$ cat src/rtl/router_sync_n_if.sv
// -----------------------------------------------------------------------------
// router_sync_n_if
//   Bundles the router-synchronizer handshake signals between the router FSM,
//   the NUM_PORTS output FIFOs and the synchronizer itself.
//
//   master : drives the synchronizer inputs (router FSM / FIFO side).
//   slave  : the synchronizer (router_sync_n).
//
//   Signals
//     detect_add     header cycle; data_in holds the destination
//     write_enb_reg  router FSM requests a FIFO write
//     data_in        destination address (ADDR_W)
//     read_enb       per-port read strobe from downstream
//     empty / full   per-FIFO status flags
//     vld_out        per-port data-valid
//     write_enb      one-hot write enable to the selected FIFO
//     fifo_full      full flag of the selected FIFO
//     addr_err       last header carried an out-of-range address
//     soft_rst       one-cycle soft-reset pulse per FIFO
//     clr_log        clears timeout_log (SYNC_TIMEOUT_LOG_EN builds only)
//     timeout_log    sticky per-port timeout record (SYNC_TIMEOUT_LOG_EN only)
// -----------------------------------------------------------------------------
interface router_sync_n_if #(
  parameter int NUM_PORTS = 3,
  parameter int ADDR_W    = $clog2(NUM_PORTS)
);
  logic                 detect_add;
  logic                 write_enb_reg;
  logic [ADDR_W-1:0]    data_in;
  logic [NUM_PORTS-1:0] read_enb;
  logic [NUM_PORTS-1:0] empty;
  logic [NUM_PORTS-1:0] full;
  logic [NUM_PORTS-1:0] vld_out;
  logic [NUM_PORTS-1:0] write_enb;
  logic                 fifo_full;
  logic                 addr_err;
  logic [NUM_PORTS-1:0] soft_rst;
`ifdef SYNC_TIMEOUT_LOG_EN
  logic                 clr_log;
  logic [NUM_PORTS-1:0] timeout_log;

  modport master (
    output detect_add, write_enb_reg, data_in, read_enb, empty, full, clr_log,
    input  vld_out, write_enb, fifo_full, addr_err, soft_rst, timeout_log
  );

  modport slave (
    input  detect_add, write_enb_reg, data_in, read_enb, empty, full, clr_log,
    output vld_out, write_enb, fifo_full, addr_err, soft_rst, timeout_log
  );
`else
  modport master (
    output detect_add, write_enb_reg, data_in, read_enb, empty, full,
    input  vld_out, write_enb, fifo_full, addr_err, soft_rst
  );

  modport slave (
    input  detect_add, write_enb_reg, data_in, read_enb, empty, full,
    output vld_out, write_enb, fifo_full, addr_err, soft_rst
  );
`endif
endinterface

$ cat src/rtl/router_sync_n.sv
// -----------------------------------------------------------------------------
// router_sync_n
//   Synchronizer between the router register/FSM and NUM_PORTS output FIFOs.
//   - Latches the destination address on the header cycle (detect_add).
//   - Steers write_enb_reg to the addressed FIFO and reflects its full flag.
//   - vld_out[i] = ~empty[i].
//   - Per-channel watchdog: a FIFO holding data that nobody reads for
//     TIMEOUT consecutive cycles receives a one-cycle soft_rst pulse.
//
//   Ports
//     clock  : single clock, all logic on posedge
//     reset  : synchronous, active-high
//     bus    : router_sync_n_if.slave (see interface header for signal list)
//
//   Optional feature (macro SYNC_TIMEOUT_LOG_EN)
//     Adds clr_log / timeout_log: a sticky per-port flag set the cycle after
//     that port's soft_rst pulse, cleared by reset or clr_log (set wins).
//
//   Channel FSM
//     state | meaning
//     IDLE  | FIFO empty or being read; counter held at 0
//     COUNT | FIFO valid and unread; cnt = idle cycles seen so far
//     FIRE  | soft_rst asserted this cycle; FIFO is emptying, not re-timed
// -----------------------------------------------------------------------------
module router_sync_n #(
  parameter int NUM_PORTS = 3,
  parameter int ADDR_W    = $clog2(NUM_PORTS),
  parameter int TIMEOUT   = 30,
  parameter int CNT_W     = $clog2(TIMEOUT + 1)
) (
  input  logic           clock,
  input  logic           reset,
  router_sync_n_if.slave bus
);

  typedef enum logic [1:0] {
    IDLE  = 2'd0,
    COUNT = 2'd1,
    FIRE  = 2'd2
  } ch_state_t;

  localparam logic [CNT_W-1:0] CNT_LAST = CNT_W'(TIMEOUT - 1);
  localparam logic [CNT_W-1:0] CNT_ONE  = CNT_W'(1);

  logic [ADDR_W-1:0]    addr_q;
  logic                 addr_vld;
  logic                 addr_vld_next;
  logic                 addr_err_q;

  logic [NUM_PORTS-1:0] vld;
  logic [NUM_PORTS-1:0] idle;
  logic [NUM_PORTS-1:0] write_enb_c;
  logic                 fifo_full_c;
  logic [NUM_PORTS-1:0] soft_rst_q;

  ch_state_t            state [NUM_PORTS];
  logic [CNT_W-1:0]     cnt   [NUM_PORTS];

  // ---------------------------------------------------------------------------
  // Address latch
  // ---------------------------------------------------------------------------
  assign addr_vld_next = (32'(bus.data_in) < 32'(NUM_PORTS));

  // addr_q resets to all-ones so a stale value can never alias port 0.
  always_ff @(posedge clock) begin
    if (reset) begin
      addr_q     <= '1;
      addr_vld   <= 1'b0;
      addr_err_q <= 1'b0;
    end else if (bus.detect_add) begin
      addr_q     <= bus.data_in;
      addr_vld   <= addr_vld_next;
      addr_err_q <= !addr_vld_next;
    end
  end

  // ---------------------------------------------------------------------------
  // Steering: driven from the registered address only, so a header and a
  // write in the same cycle still go to the previously latched port.
  // An invalid address drops the packet silently.
  // ---------------------------------------------------------------------------
  always_comb begin
    write_enb_c = '0;
    fifo_full_c = 1'b0;
    if (addr_vld) begin
      write_enb_c = NUM_PORTS'(bus.write_enb_reg) << addr_q;
      fifo_full_c = bus.full[addr_q];
    end
  end

  assign vld  = ~bus.empty;
  assign idle = vld & ~bus.read_enb;

  // ---------------------------------------------------------------------------
  // Per-channel watchdog. cnt is loaded with 1 on the first idle cycle, so the
  // compare against TIMEOUT-1 fires on the TIMEOUT-th consecutive idle cycle
  // and the counter never needs to hold TIMEOUT itself.
  // ---------------------------------------------------------------------------
  always_ff @(posedge clock) begin
    if (reset) begin
      for (int i = 0; i < NUM_PORTS; i++) begin
        state[i] <= IDLE;
        cnt[i]   <= '0;
      end
      soft_rst_q <= '0;
    end else begin
      for (int i = 0; i < NUM_PORTS; i++) begin
        soft_rst_q[i] <= 1'b0;
        case (state[i])
          IDLE: begin
            if (idle[i]) begin
              state[i] <= COUNT;
              cnt[i]   <= CNT_ONE;
            end else begin
              cnt[i]   <= '0;
            end
          end
          COUNT: begin
            if (!idle[i]) begin
              state[i] <= IDLE;
              cnt[i]   <= '0;
            end else if (cnt[i] == CNT_LAST) begin
              state[i]      <= FIRE;
              cnt[i]        <= '0;
              soft_rst_q[i] <= 1'b1;
            end else begin
              cnt[i]   <= cnt[i] + CNT_ONE;
            end
          end
          FIRE: begin
            // The FIFO empties on this edge; do not sample idle here.
            state[i] <= IDLE;
            cnt[i]   <= '0;
          end
          default: begin
            state[i] <= IDLE;
            cnt[i]   <= '0;
          end
        endcase
      end
    end
  end

`ifdef SYNC_TIMEOUT_LOG_EN
  logic [NUM_PORTS-1:0] timeout_log_q;

  // soft_rst_q is already registered, so OR-ing it in sets the flag the cycle
  // after the pulse; the OR after the clear mask makes set win over clr_log.
  always_ff @(posedge clock) begin
    if (reset) begin
      timeout_log_q <= '0;
    end else begin
      timeout_log_q <= (timeout_log_q & ~{NUM_PORTS{bus.clr_log}}) | soft_rst_q;
    end
  end

  assign bus.timeout_log = timeout_log_q;
`endif

  assign bus.vld_out   = vld;
  assign bus.write_enb = write_enb_c;
  assign bus.fifo_full = fifo_full_c;
  assign bus.addr_err  = addr_err_q;
  assign bus.soft_rst  = soft_rst_q;

endmodule
$ cat src/flat_wrapper.sv
// flat-port wrapper written by rule: the top's interface ports become plain ports
module router_sync_n_flat 
#(
  parameter int NUM_PORTS = 3,
  parameter int ADDR_W    = $clog2(NUM_PORTS),
  parameter int TIMEOUT   = 30,
  parameter int CNT_W     = $clog2(TIMEOUT + 1)
)
  (clock, reset, bus_detect_add, bus_write_enb_reg, bus_data_in, bus_read_enb, bus_empty, bus_full, bus_vld_out, bus_write_enb, bus_fifo_full, bus_addr_err, bus_soft_rst);
  router_sync_n_if #(.NUM_PORTS(NUM_PORTS), .ADDR_W(ADDR_W)) bus_i ();
  input  logic clock;
  input  logic reset;
  input wire logic [$bits(bus_i.detect_add)-1:0] bus_detect_add;
  input wire logic [$bits(bus_i.write_enb_reg)-1:0] bus_write_enb_reg;
  input wire logic [$bits(bus_i.data_in)-1:0] bus_data_in;
  input wire logic [$bits(bus_i.read_enb)-1:0] bus_read_enb;
  input wire logic [$bits(bus_i.empty)-1:0] bus_empty;
  input wire logic [$bits(bus_i.full)-1:0] bus_full;
  output wire logic [$bits(bus_i.vld_out)-1:0] bus_vld_out;
  output wire logic [$bits(bus_i.write_enb)-1:0] bus_write_enb;
  output wire logic [$bits(bus_i.fifo_full)-1:0] bus_fifo_full;
  output wire logic [$bits(bus_i.addr_err)-1:0] bus_addr_err;
  output wire logic [$bits(bus_i.soft_rst)-1:0] bus_soft_rst;
  assign bus_i.detect_add = bus_detect_add;
  assign bus_i.write_enb_reg = bus_write_enb_reg;
  assign bus_i.data_in = bus_data_in;
  assign bus_i.read_enb = bus_read_enb;
  assign bus_i.empty = bus_empty;
  assign bus_i.full = bus_full;
  assign bus_vld_out = bus_i.vld_out;
  assign bus_write_enb = bus_i.write_enb;
  assign bus_fifo_full = bus_i.fifo_full;
  assign bus_addr_err = bus_i.addr_err;
  assign bus_soft_rst = bus_i.soft_rst;
  router_sync_n #(.NUM_PORTS(NUM_PORTS), .ADDR_W(ADDR_W), .TIMEOUT(TIMEOUT), .CNT_W(CNT_W)) u_core (.clock(clock), .reset(reset), .bus(bus_i));
endmodule
$ cat config.mk
export PLATFORM = sky130hd
export DESIGN_NAME = router_sync_n_flat
export DESIGN_NICKNAME = d
export VERILOG_FILES = /design/src/rtl/router_sync_n_if.sv /design/src/rtl/router_sync_n.sv /design/src/flat_wrapper.sv
export SDC_FILE = /design/constraint.sdc
export NUM_CORES = 1
export LEC_CHECK = 0
export CAP_MARGIN = 20
export CORE_UTILIZATION = 45
export CTS_CLUSTER_DIAMETER = 50
export DETAILED_ROUTE_END_ITERATION = 10
export PLACE_DENSITY = 0.75
export SYNTH_ARGS = -nofsm -noshare
export SYNTH_HDL_FRONTEND = slang
export SYNTH_SLANG_ARGS = --single-unit
export TNS_END_PERCENT = 20
$ cat constraint.sdc
create_clock -name clock -period 4.05 [get_ports clock]
set_input_delay 0.405 -clock clock [delete_from_list [all_inputs] [get_ports clock]]
set_output_delay 0.405 -clock clock [all_outputs]
set_load 0.02 [all_outputs]
* Word-level counts from Yosys, hierarchy flattened
Memory sizes are Yosys's and may differ from the RTL's.
Index checks and enable logic that the tools add are counted.
** Storage, ports and cells
- Flip-flop bits (word level) :: 7
- RAM bits :: 21
- Input port bits :: 15
- Output and inout bits :: 11
- Memories :: 2
** Memories
- u_core.cnt :: depth 3, bits a word 5, read ports 3, clocked after Yosys merged registers in 0, write ports 3, line router_sync_n.sv:57 : logic [CNT_W-1:0] cnt [NUM_PORTS];
- u_core.state :: depth 3, bits a word 2, read ports 3, clocked after Yosys merged registers in 0, write ports 3, line router_sync_n.sv:56 : ch_state_t state [NUM_PORTS];
** Cells by class
- $add $sub $neg :: 3
- Magnitude comparators :: 2
- Equal/unequal tests :: 9
- Shift-type cells :: 1
- Multiplexer cells :: 123
- Bitwise gates (word level) :: 39
- Reduce and logical (&&, ||, !) cells :: 7
** Operator list (number)
- $mux W5 :: 21
- $mux W1 :: 85
- $or A1 B1 Y1 :: 36
- $mux W2 :: 15
- $add A5 B1 Y5 const B :: 3
- $eq A5 B5 Y1 const B :: 3
- $reduce_or A3 Y1 :: 3
- $eq A2 B1 Y1 const B :: 3
- $eq A2 B2 Y1 const B :: 3
- $logic_not A2 Y1 :: 3
- $not A3 Y3 :: 2
- $and A3 B3 Y3 :: 1
- $lt A2 B3 Y1 const B :: 1
- $mux W3 :: 1
- $shl A1 B2 Y3 :: 1
- $bmux W1 S2 :: 1
- $lt A2 B2 Y1 const B :: 1
- $logic_not A1 Y1 :: 1

* Depth between registers and ports, before layout
- Depth after elaboration :: 13
- Mapped depth :: 6
- Gate-level depth less buffers :: 6

* Least setup slack after synthesis
Ideal clock, no wire load.
- Kind :: reg2reg
- Start point :: memory u_core.cnt[0][0] (netlist bit)
- End point :: memory u_core.state[1][0] (netlist bit) (data pin)
- Arrival time :: 1.272 ns
- Required time :: 3.795 ns
- Setup slack :: 2.523 ns
- Stages on the path, launching flop included :: 6
- Clock period less this slack :: 1.527 ns
- Cell sequence :: edfxtp_1 -> ha_1 -> and4_1 -> o21ai_1 -> o311ai_0 -> and3_1
** RTL lines (line)
- from (decl) :: router_sync_n.sv:57
- to (decl) :: router_sync_n.sv:56

* Worst setup path after layout
- Start point :: input port bus_full[0]
- End point :: output port bus_fifo_full
** Between the ends
- Word-level cells in the longest chain between the ends :: 3
** Ends and longest elaborated chain
- from (decl) :: line flat_wrapper.sv:18 : input wire logic [$bits(bus_i.full)-1:0] bus_full;
- $bmux W1 S2 :: line router_sync_n.sv:87 : fifo_full_c = bus.full[addr_q];
- $mux W1 (not written as such) :: line router_sync_n.sv:87
- $mux W1 :: line router_sync_n.sv:85 : if (addr_vld) begin
- to (decl) :: line flat_wrapper.sv:21 : output wire logic [$bits(bus_i.fifo_full)-1:0] bus_fifo_full;
No other way between the ends. The select of a mux whose other input is x is not followed.

==> flow_summary.toml <==
[synth]
synth_top_area_frac = 0.428
synth.largest_area_cell = "edfxtp_1"
ys_ff_latch = 28
synth_area_sq_um = 1400
synth_top_flop_cell = "edfxtp_1"
synth-edff-count = 20
yosys_warnings = 0
async_reset_ff_frac = 0
synthMostInstantiatedCell = "nor2_1"
synth_top_cells_by_area = "edfxtp_1 43%, dfxtp_1 11%, nor2_1 5.9%"
synth_cell_types = 33
synthCells = 136
ys_seq_area_frac = 0.542
synth_common_cells = "22 x nor2_1, 20 x edfxtp_1, 11 x nand3_1"
syn_avg_cell_area_sq_um = 10.3

[place]
gp_congestion = 0.774
portBuffers = 25
pre_cts_slack_ns = 1.82
dpl.cell_count = 205
hpwl_um = 1870

[sta]
fin_crit_sh = 0.544
hold_viol = 0
setup_viol = 0
max_freq_mhz = 454
rsz0062_at_grt = "false"
finClkSkew_ns = 0.00720
worst_slack_ns = 1.85
drv_slew = 0
fin_setup_tns_ns = 0
fin_crit_ns = 2.20

[clocking]
insertion_delay_ns = 0.33
clock-root-buffer = "clkbuf_4"
ctsLongestPathBuffers = 2
numClockSinks = 28
clk_pin_slew_ns = 0.14
cts_resized = 0
cts_made_buffers = 3
cts_tree = "built"
cts_hold_buffers = 0
cts-htree-levels = 1
postCtsSetupBuffers = 0

[routing]
wl_um = 2470
vias = 1128
dr.pass1.iters = 7
vias_per_cell = 5.40
postRouteAntennaNets = 0
wl_per_cell_um = 11.8
drt_iter0_markers = 65
drc_errors = 3

[hold_path]
min_delay_path_depth = 2
hp-start = "u_core.bus.addr_err$_SDFFE_PP0P_"
whs_endpoint = "u_core.bus.addr_err$_SDFFE_PP0P_"
holdCritPathClass = "reg2reg"

[critical_path]
r2r-end = "u_core.state[1][0]$_SDFFCE_PP0P_"
critPathLaunchType = "input port"
endpoint_kind = "primary output"
crit_top_cell = "clkdlybuf4s50_1"
worstPathMaxFanout = 1
cp_cell_sequence = "clkdlybuf4s50_1, mux2i_1, o21ai_0, and2_1, clkdlybuf4s50_1"
cp.depth = 5
max_stage_delay_ns = 0.59
r2r.worst_path.cells = 5
slowest_stage = "clkdlybuf4s50_1"
cp_data_arrival_time_ns = 1.80
r2r_start = "u_core.cnt[0][0]$_SDFFCE_PP0P_"
criticalPathCategory = "in2out"
crit_buf_inv = 2
r2r_slack_ns = 2.28
cpLargestDelayFamily = "buffers and inverters"
required_ns = 3.64

[grt]
grt_max_degree = 16
grt_overflow_total = 0
grt_usage = 0.158
grt_pass1_wl_um = 4060
grt_pass1_vias = 984
antenna_found_initial = 0

[cells_and_area]
layoutNonFillerInstCount = 209
multi_input_area_sq_um = 666
num-fill-cells = 254
drive_gt1_frac = 0.0281
syn2layout_area_growth_pct = 26.6
seqCellArea_sq_um = 761
num-nets-final = 200
finish.utilization = 0.623
antennaDiodeCount = 0

[die]
core-area_sq_um = 2850
ios = 26
die_w_um = 57.9
num_rows = 19
die_area_sq_um = 3350
die_h_um = 57.9
start_util = 0.492

[power]
finalPower_mw = 0.566
power.switching_mw = 0.142
leakagePower_nw = 0.703
sw_frac_of_total = 0.250
power.share.combinational = 0.142
clockPowerShare = 0.241
p_int_mw = 0.424
vdd_drop_max_mv = 0.184
power_density_nw_per_um2 = 318
pwr-share-seq = 0.617

[status]
violations = "design-rule violations"
status = "finished with violations"

[flow_run]
drv_cap = 0
[registers in the layout, summed over array words and instances (netlist names)]
name	count
u_core.addr_q	2
u_core.addr_vld	1
u_core.bus.addr_err	1
u_core.bus.soft_rst	3
u_core.cnt	15
u_core.state	6
[power by group through the flow]
stage / combinational [mW] / sequential [mW] / clock [mW]
after floorplan: 0.0486 / 0.350 / 0
after global placement: 0.0764 / 0.353 / 0
after detailed placement: 0.0804 / 0.355 / 0
after CTS: 0.0808 / 0.348 / 0.143
after global routing: 0.0896 / 0.352 / 0.150
final: 0.0802 / 0.349 / 0.137
[final cells by class]
cell class | instances | area share
flip-flops and latches | 28 | 0.428
clock buffers | 4 | 0.0204
inverters | 7 | 0.0148
multi-input cells | 114 | 0.374
well taps | 31 | 0.0218
repair buffers | 25 | 0.141
[stage by stage]
step	hold WS, ns	cell area, sq um
final	0.491	1780
after global routing	0.551	1780
after CTS	0.502	1780
after detailed placement	0.481	1740
after global placement	0.461	1740
after floorplan	0.462	1460
[cells in the final DEF, fill, tap and decap left out, drive strengths merged, types with 2 or more instances in the layout]
cell type      instances
nand4                  3
nor2                  22
edfxtp                20
dfxtp                  8
xnor2                  3
nand3                 11
clkdlybuf4s50         25
xor2                   6
inv                    7
and3                   4
a211o                  2
nor4                   2
nor2b                  2
nor3                   2
a21oi                  4
nor3b                  2
clkbuf                 4
conb                  15
nand2                  9
and4                   3
o21ai                  5
ha                     6
nand2b                 3
[per-layer routing]
metal / routed length, um / GRT usage / vias to the layer above
met1: 1160 / 0.192 / 539
met4: 16 / 0.0714 / 0
met2: 1180 / 0.278 / 26
li1: - / - / 561
met5: 0 / 0 / -
met3: 111 / 0.0223 / 2
[worst register-to-register path: cells and delay by family (launching register included)]
kind,cells,cell delay (ns)
compound gates,2,0.46
fa+ha+maj,1,0.22
flops,1,0.48
simple gates,2,0.39
[cell families after synthesis]
family | Yosys count | synth area share
fa+ha+maj | 6 | 0.0535
buf+inv | 8 | 0.0214
flops | 28 | 0.542
compound gates | 16 | 0.0722
mux | 1 | 0.00713
simple gates | 67 | 0.245
xor+xnor | 9 | 0.0562
other cells | 1 | 0.00267
[worst max-delay path by stage]
stage,slack [ns],start,to
2_1_floorplan,2.52,u_core.cnt[0][0]$_SDFFCE_PP0P_,u_core.state[1][0]$_SDFFCE_PP0P_
3_3_place_gp,1.88,bus_full[2],bus_fifo_full
3_5_place_dp,1.82,bus_full[0],bus_fifo_full
4_1_cts,1.82,bus_full[2],bus_fifo_full
5_1_grt,1.75,bus_write_enb_reg,bus_write_enb[2]
6_report,1.85,bus_full[0],bus_fifo_full
Note: power is estimated with default switching activity, not from simulation.
